## src/rtl/mem_bus_pkg.sv

```systemverilog
// Shared types for the core-side memory bridges: bridge FSM states, bus size
// codes and the byte-enable to size-code mapping used for writes.
package mem_bus_pkg;

  typedef enum logic [1:0] {
    IDLE      = 2'd0,
    WAIT_ADDR = 2'd1,
    WAIT_DATA = 2'd2,
    DONE      = 2'd3
  } bridge_state_e;

  localparam logic [1:0] SIZE_BYTE  = 2'd0;
  localparam logic [1:0] SIZE_HALF  = 2'd1;
  localparam logic [1:0] SIZE_WORD  = 2'd2;
  localparam logic [1:0] SIZE_DWORD = 2'd3;

  // Non power-of-two enable patterns are illegal; they fall back to a word.
  function automatic logic [1:0] wen_to_size(input logic [7:0] wen);
    int unsigned ones;
    ones = 0;
    for (int i = 0; i < 8; i++) begin
      ones += 32'(wen[i]);
    end
    case (ones)
      1:       return SIZE_BYTE;
      2:       return SIZE_HALF;
      4:       return SIZE_WORD;
      8:       return SIZE_DWORD;
      default: return SIZE_WORD;
    endcase
  endfunction

endpackage

```

## src/rtl/sram_like_perf.sv

```systemverilog
// Handshake and stall-cycle counters for one bridge; both wrap at 2^32.
// Updates one cycle after the counted event, never backpressures.
module sram_like_perf (
  input  logic        clk,
  input  logic        rst,
  input  logic        addr_hs,
  input  logic        stall_cyc,
  output logic [31:0] req_cnt,
  output logic [31:0] stall_cnt
);

  always_ff @(posedge clk) begin
    if (rst) begin
      req_cnt   <= '0;
      stall_cnt <= '0;
    end else begin
      if (addr_hs)   req_cnt   <= req_cnt + 32'd1;
      if (stall_cyc) stall_cnt <= stall_cnt + 32'd1;
    end
  end

endmodule

```

## src/rtl/sram_like_bridge.sv

```systemverilog
// Single-cycle SRAM port to sram-like req/addr_ok/data_ok bus; stalls the core until data_ok, result held in DONE.
// Min latency: stall 2 cycles, data in cycle 3. SRAML_PERF_EN adds perf_req_cnt/perf_stall_cnt counters.
module sram_like_bridge
  import mem_bus_pkg::*;
#(
  parameter int unsigned DATA_W    = 32,
  parameter int unsigned ADDR_W    = 32,
  parameter int unsigned READ_SIZE = 2
) (
  input  logic                clk,
  input  logic                rst,
  input  logic                cpu_en,
  input  logic [DATA_W/8-1:0] cpu_wen,
  input  logic [ADDR_W-1:0]   cpu_addr,
  input  logic [DATA_W-1:0]   cpu_wdata,
  output logic [DATA_W-1:0]   cpu_rdata,
  output logic                stall,
  input  logic                longest_stall,
`ifdef SRAML_PERF_EN
  output logic [31:0]         perf_req_cnt,
  output logic [31:0]         perf_stall_cnt,
`endif
  output logic                req,
  output logic                wr,
  output logic [1:0]          size,
  output logic [ADDR_W-1:0]   addr,
  output logic [DATA_W-1:0]   wdata,
  input  logic                addr_ok,
  input  logic                data_ok,
  input  logic [DATA_W-1:0]   rdata
);

  localparam logic [1:0] RD_SIZE = 2'(READ_SIZE);

  bridge_state_e       state_q;
  bridge_state_e       state_d;
  logic [DATA_W-1:0]   data_q;
  logic                is_wr;

  assign is_wr = |cpu_wen;
  assign wr    = is_wr;
  assign addr  = cpu_addr;
  assign wdata = cpu_wdata;
  assign size  = is_wr ? wen_to_size(8'(cpu_wen)) : RD_SIZE;

  always_ff @(posedge clk) begin
    if (rst) state_q <= IDLE;
    else     state_q <= state_d;
  end

  // Outputs are gated by rst so the bus and pipeline see idle during reset.
  always_comb begin
    state_d = state_q;
    req     = 1'b0;
    stall   = 1'b0;
    unique case (state_q)
      IDLE: begin
        req = cpu_en;
        if (cpu_en) state_d = addr_ok ? WAIT_DATA : WAIT_ADDR;
      end
      WAIT_ADDR: begin
        req = 1'b1;
        if (addr_ok) state_d = WAIT_DATA;
      end
      WAIT_DATA: begin
        if (data_ok) state_d = DONE;
      end
      DONE: begin
        if (!longest_stall) state_d = IDLE;
      end
      default: state_d = IDLE;
    endcase
    stall = cpu_en && (state_q != DONE);
    if (rst) begin
      req   = 1'b0;
      stall = 1'b0;
    end
  end

  // Writes leave the previously read value in place.
  always_ff @(posedge clk) begin
    if (rst) begin
      data_q <= '0;
    end else if (state_q == WAIT_DATA && data_ok && !is_wr) begin
      data_q <= rdata;
    end
  end

  assign cpu_rdata = rst ? '0 : data_q;

`ifdef SRAML_PERF_EN
  sram_like_perf u_perf (
    .clk       (clk),
    .rst       (rst),
    .addr_hs   (req & addr_ok),
    .stall_cyc (stall),
    .req_cnt   (perf_req_cnt),
    .stall_cnt (perf_stall_cnt)
  );
`endif

endmodule

```

## config.mk

```make
export PLATFORM = sky130hd
export DESIGN_NAME = sram_like_bridge
export DESIGN_NICKNAME = d
export VERILOG_FILES = /design/src/rtl/mem_bus_pkg.sv /design/src/rtl/sram_like_perf.sv /design/src/rtl/sram_like_bridge.sv
export SDC_FILE = /design/constraint.sdc
export NUM_CORES = 1
export LEC_CHECK = 0
export CAP_MARGIN = 5
export CORE_AREA = 2 2 87 89
export DETAILED_ROUTE_END_ITERATION = 8
export DIE_AREA = 0 0 89 91
export PLACE_DENSITY = 0.83
export SKIP_CTS_REPAIR_TIMING = 1
export SLEW_MARGIN = 20
export SYNTH_ARGS = -nofsm -noshare
export SYNTH_HDL_FRONTEND = slang
export SYNTH_HIERARCHICAL = 1
export SYNTH_SLANG_ARGS = --single-unit
export TNS_END_PERCENT = 30
```

## constraint.sdc

```tcl
create_clock -name clk -period 3.46 [get_ports clk]
set_input_delay 0.519 -clock clk [delete_from_list [all_inputs] [get_ports clk]]
set_output_delay 0.519 -clock clk [all_outputs]
set_load 0.02 [all_outputs]
```

==> impl_metrics.csv <==
group,metric,value,unit
critical_path,cpMaxStageDelayCell,"fa_1",
layout,mostFrequentLayoutCells,"clkdlybuf4s50_1, nor2b_1, dfxtp_1, mux2_4",
route,antenna_left,0,
critical_path,cp_max_fo,2,
power_and_ir_drop,irDropWorstVdd,0.254,mV
route,drc,0,
sta,drv_slew,0,
flow_run,maxCapViolCount,0,
layout,mostFrequentLayoutCell,"clkdlybuf4s50_1",
critical_path,worst_ep_required_time,2.94,ns
worst_hold_path,hold_path_class,"register to register",
logic_synthesis,synth_cells,243,
logic_synthesis,ys_ff_latch,34,
critical_path,crit_end,"size[1]",
critical_path,ff2ff_path_depth,5,
sta,hold_ws,0.631,ns
place,portBuffers,78,
floorplan,core-area,7140,um2
power_and_ir_drop,power_density,378,nW/um2
sta,worstMarginPinSlew,0.403,ns
critical_path,worst-r2r-setup-slack,1.69,ns
grt,overflow,0,
logic_synthesis,synthDominantCellAreaShare,27.9,%
critical_path,critical_path_depth,9,
place,gp_congestion,0.730,
grt,grt_max_degree,36,
cts,htreeDepth,2,
power_and_ir_drop,total_power,1120,uW
sta,max-slew-margin-rel,73.1,%
critical_path,end_kind,"primary output",
worst_hold_path,hold_start,"data_q[4]",
cts,clock_latency,0.28,ns
route,drtIter0Drc,13,
critical_path,reg2reg_to,"state_q[0]",
critical_path,path_cells,"clkdlybuf4s50_1 -> inv_1 -> fa_1 -> inv_1 -> ha_1 -> ha_1 -> xnor2_1 -> or3_2 -> clkbuf_2",
critical_path,arrival,2.83,ns
cts,cts_root_buf,"clkbuf_8",
floorplan,io_pins,207,
logic_synthesis,syn_area,2440,um2
floorplan,die_x,89,um
logic_synthesis,synth_warnings,6,
floorplan,rows,31,
route,vias_per_cell,4.28,
cts,cts_buffers,5,
floorplan,die_h,91,um
critical_path,path_buf_inv,4,
sta,period_needed,3.35,ns
cts,cts_tree,"done",
critical_path,crit_type,"input port to primary output",
sta,hold_viol,0,
grt,grt_pass1_wl,7270,um
sta,skew,0.00267,ns
sta,max_freq,0.299,GHz
grt,gr-usage-all-layers,11.6,%
place,hpwl,3630,um
route,firstDrtPassIters,3,
layout,final_nets,372,
route,wl_per_cell,13.3,um
run_status,status,"completed",
place,placedInstanceArea,2820,um2
logic_synthesis,synthDistinctLibCells,22,
critical_path,crit_family,"adder cells",
route,drt-total-wl,4760,um
floorplan,initial_utilization,34.2,%
sta,rsz0062_at_grt,"false",
sta,fin_setup_tns,0,ns
logic_synthesis,yosysTopAreaCell,"dfxtp_1",
critical_path,timing.rr.start,"state_q[0]",
sta,period_share,96.8,%
layout,areaGrowthSynthToFinish,21.3,%
layout,final_core_util,41.4,%
power_and_ir_drop,p_leak,0.00117,uW
logic_synthesis,syn_nets,358,
cts,clk_path_buf_depth,2,
route,num_vias,1529,
grt,grt_pass1_vias,1479,
layout,diodes,0,
grt,antenna_found_initial,0,
logic_synthesis,ys_top_cells_by_area,"dfxtp_1, buf_4, mux2_4, nor2b_1, ha_1",
layout,drive_gt1_share,20.2,%
cts,clkSinkCount,34,
critical_path,cp-startpoint,"cpu_wen[0]",
critical_path,start_kind,"input port",
sta,setup_viol,0,
logic_synthesis,synth.avg_cell_area,10.0,um2
logic_synthesis,yosysSeqAreaShare,27.9,%
cts,path_clk_slew,0.07,ns
floorplan,die_area,8100,um2
critical_path,slowest_delay,0.54,ns
layout,design_area,2960,um2
## sequential cells by signal, summed over array words and instances, names as in the netlist
register and flops:
data_q 32, state_q 2
## kinds of logic after synthesis
family          synth area share [%]
flops                           27.9
mux                             20.7
xor+xnor                       0.359
compound gates                  1.03
buf+inv                         24.9
simple gates                    20.1
fa+ha+maj                       4.93
## Yosys cell counts
master,n
nor3b_2,1
mux2_2,4
nor2b_1,67
mux2i_1,1
and3_1,1
or3_2,1
a21oi_1,2
nor2_1,4
mux2_4,30
nand2b_1,2
dfxtp_1,34
fa_1,1
xnor2_1,1
inv_1,8
a2111oi_2,1
buf_6,1
clkbuf_1,7
buf_12,3
nor3b_1,1
nor4b_1,1
ha_1,8
buf_4,64
## how the worst min path moves through the flow
stage	cells after the start	slack, ns	endpoint
after global placement	2	0.61	data_q[4]
after detailed placement	2	0.62	data_q[9]
after CTS	2	0.65	data_q[16]
after global routing	2	0.67	data_q[4]
after floorplan	3	0.66	state_q[1]
final	2	0.63	data_q[4]
## routing by layer
| metal | vias to the layer above | track usage, % | wire [um] |
|---|---|---|---|
| met5 | - | 0 | 0 |
| met3 | 27 | 4.36 | 431 |
| met4 | 0 | 6.09 | 206 |
| met2 | 72 | 19.9 | 2430 |
| li1 | 729 | - | - |
| met1 | 701 | 11.8 | 1700 |
## power breakdown
group	switching, uW	internal (uW)
Clock	138	307
Sequential	8.37	405
Combinational	112	145
Total	259	858
## layout make-up
class	instances	area, um2
clock inverters	2	60.1
repair buffers	82	828
clock buffers	6	82.6
multi-input cells	126	1150
inverters	8	30.0
well taps	99	124
flip-flops and latches	34	681
fillers	694	4180
## through the flow
step	worst slack (ns)	std cells
floorplan	0.632	243
CTS	-0.278	357
global route	0.0144	357
global placement	-0.185	349
finish	0.112	357
detailed placement	-0.277	349
## tightest hold or removal path: stages, from the launching register on
cell	delay [ns]
dfxtp_1	0.30
nor2b_1	0.15
mux2_2	0.16
(Power assumes the default switching activity.)
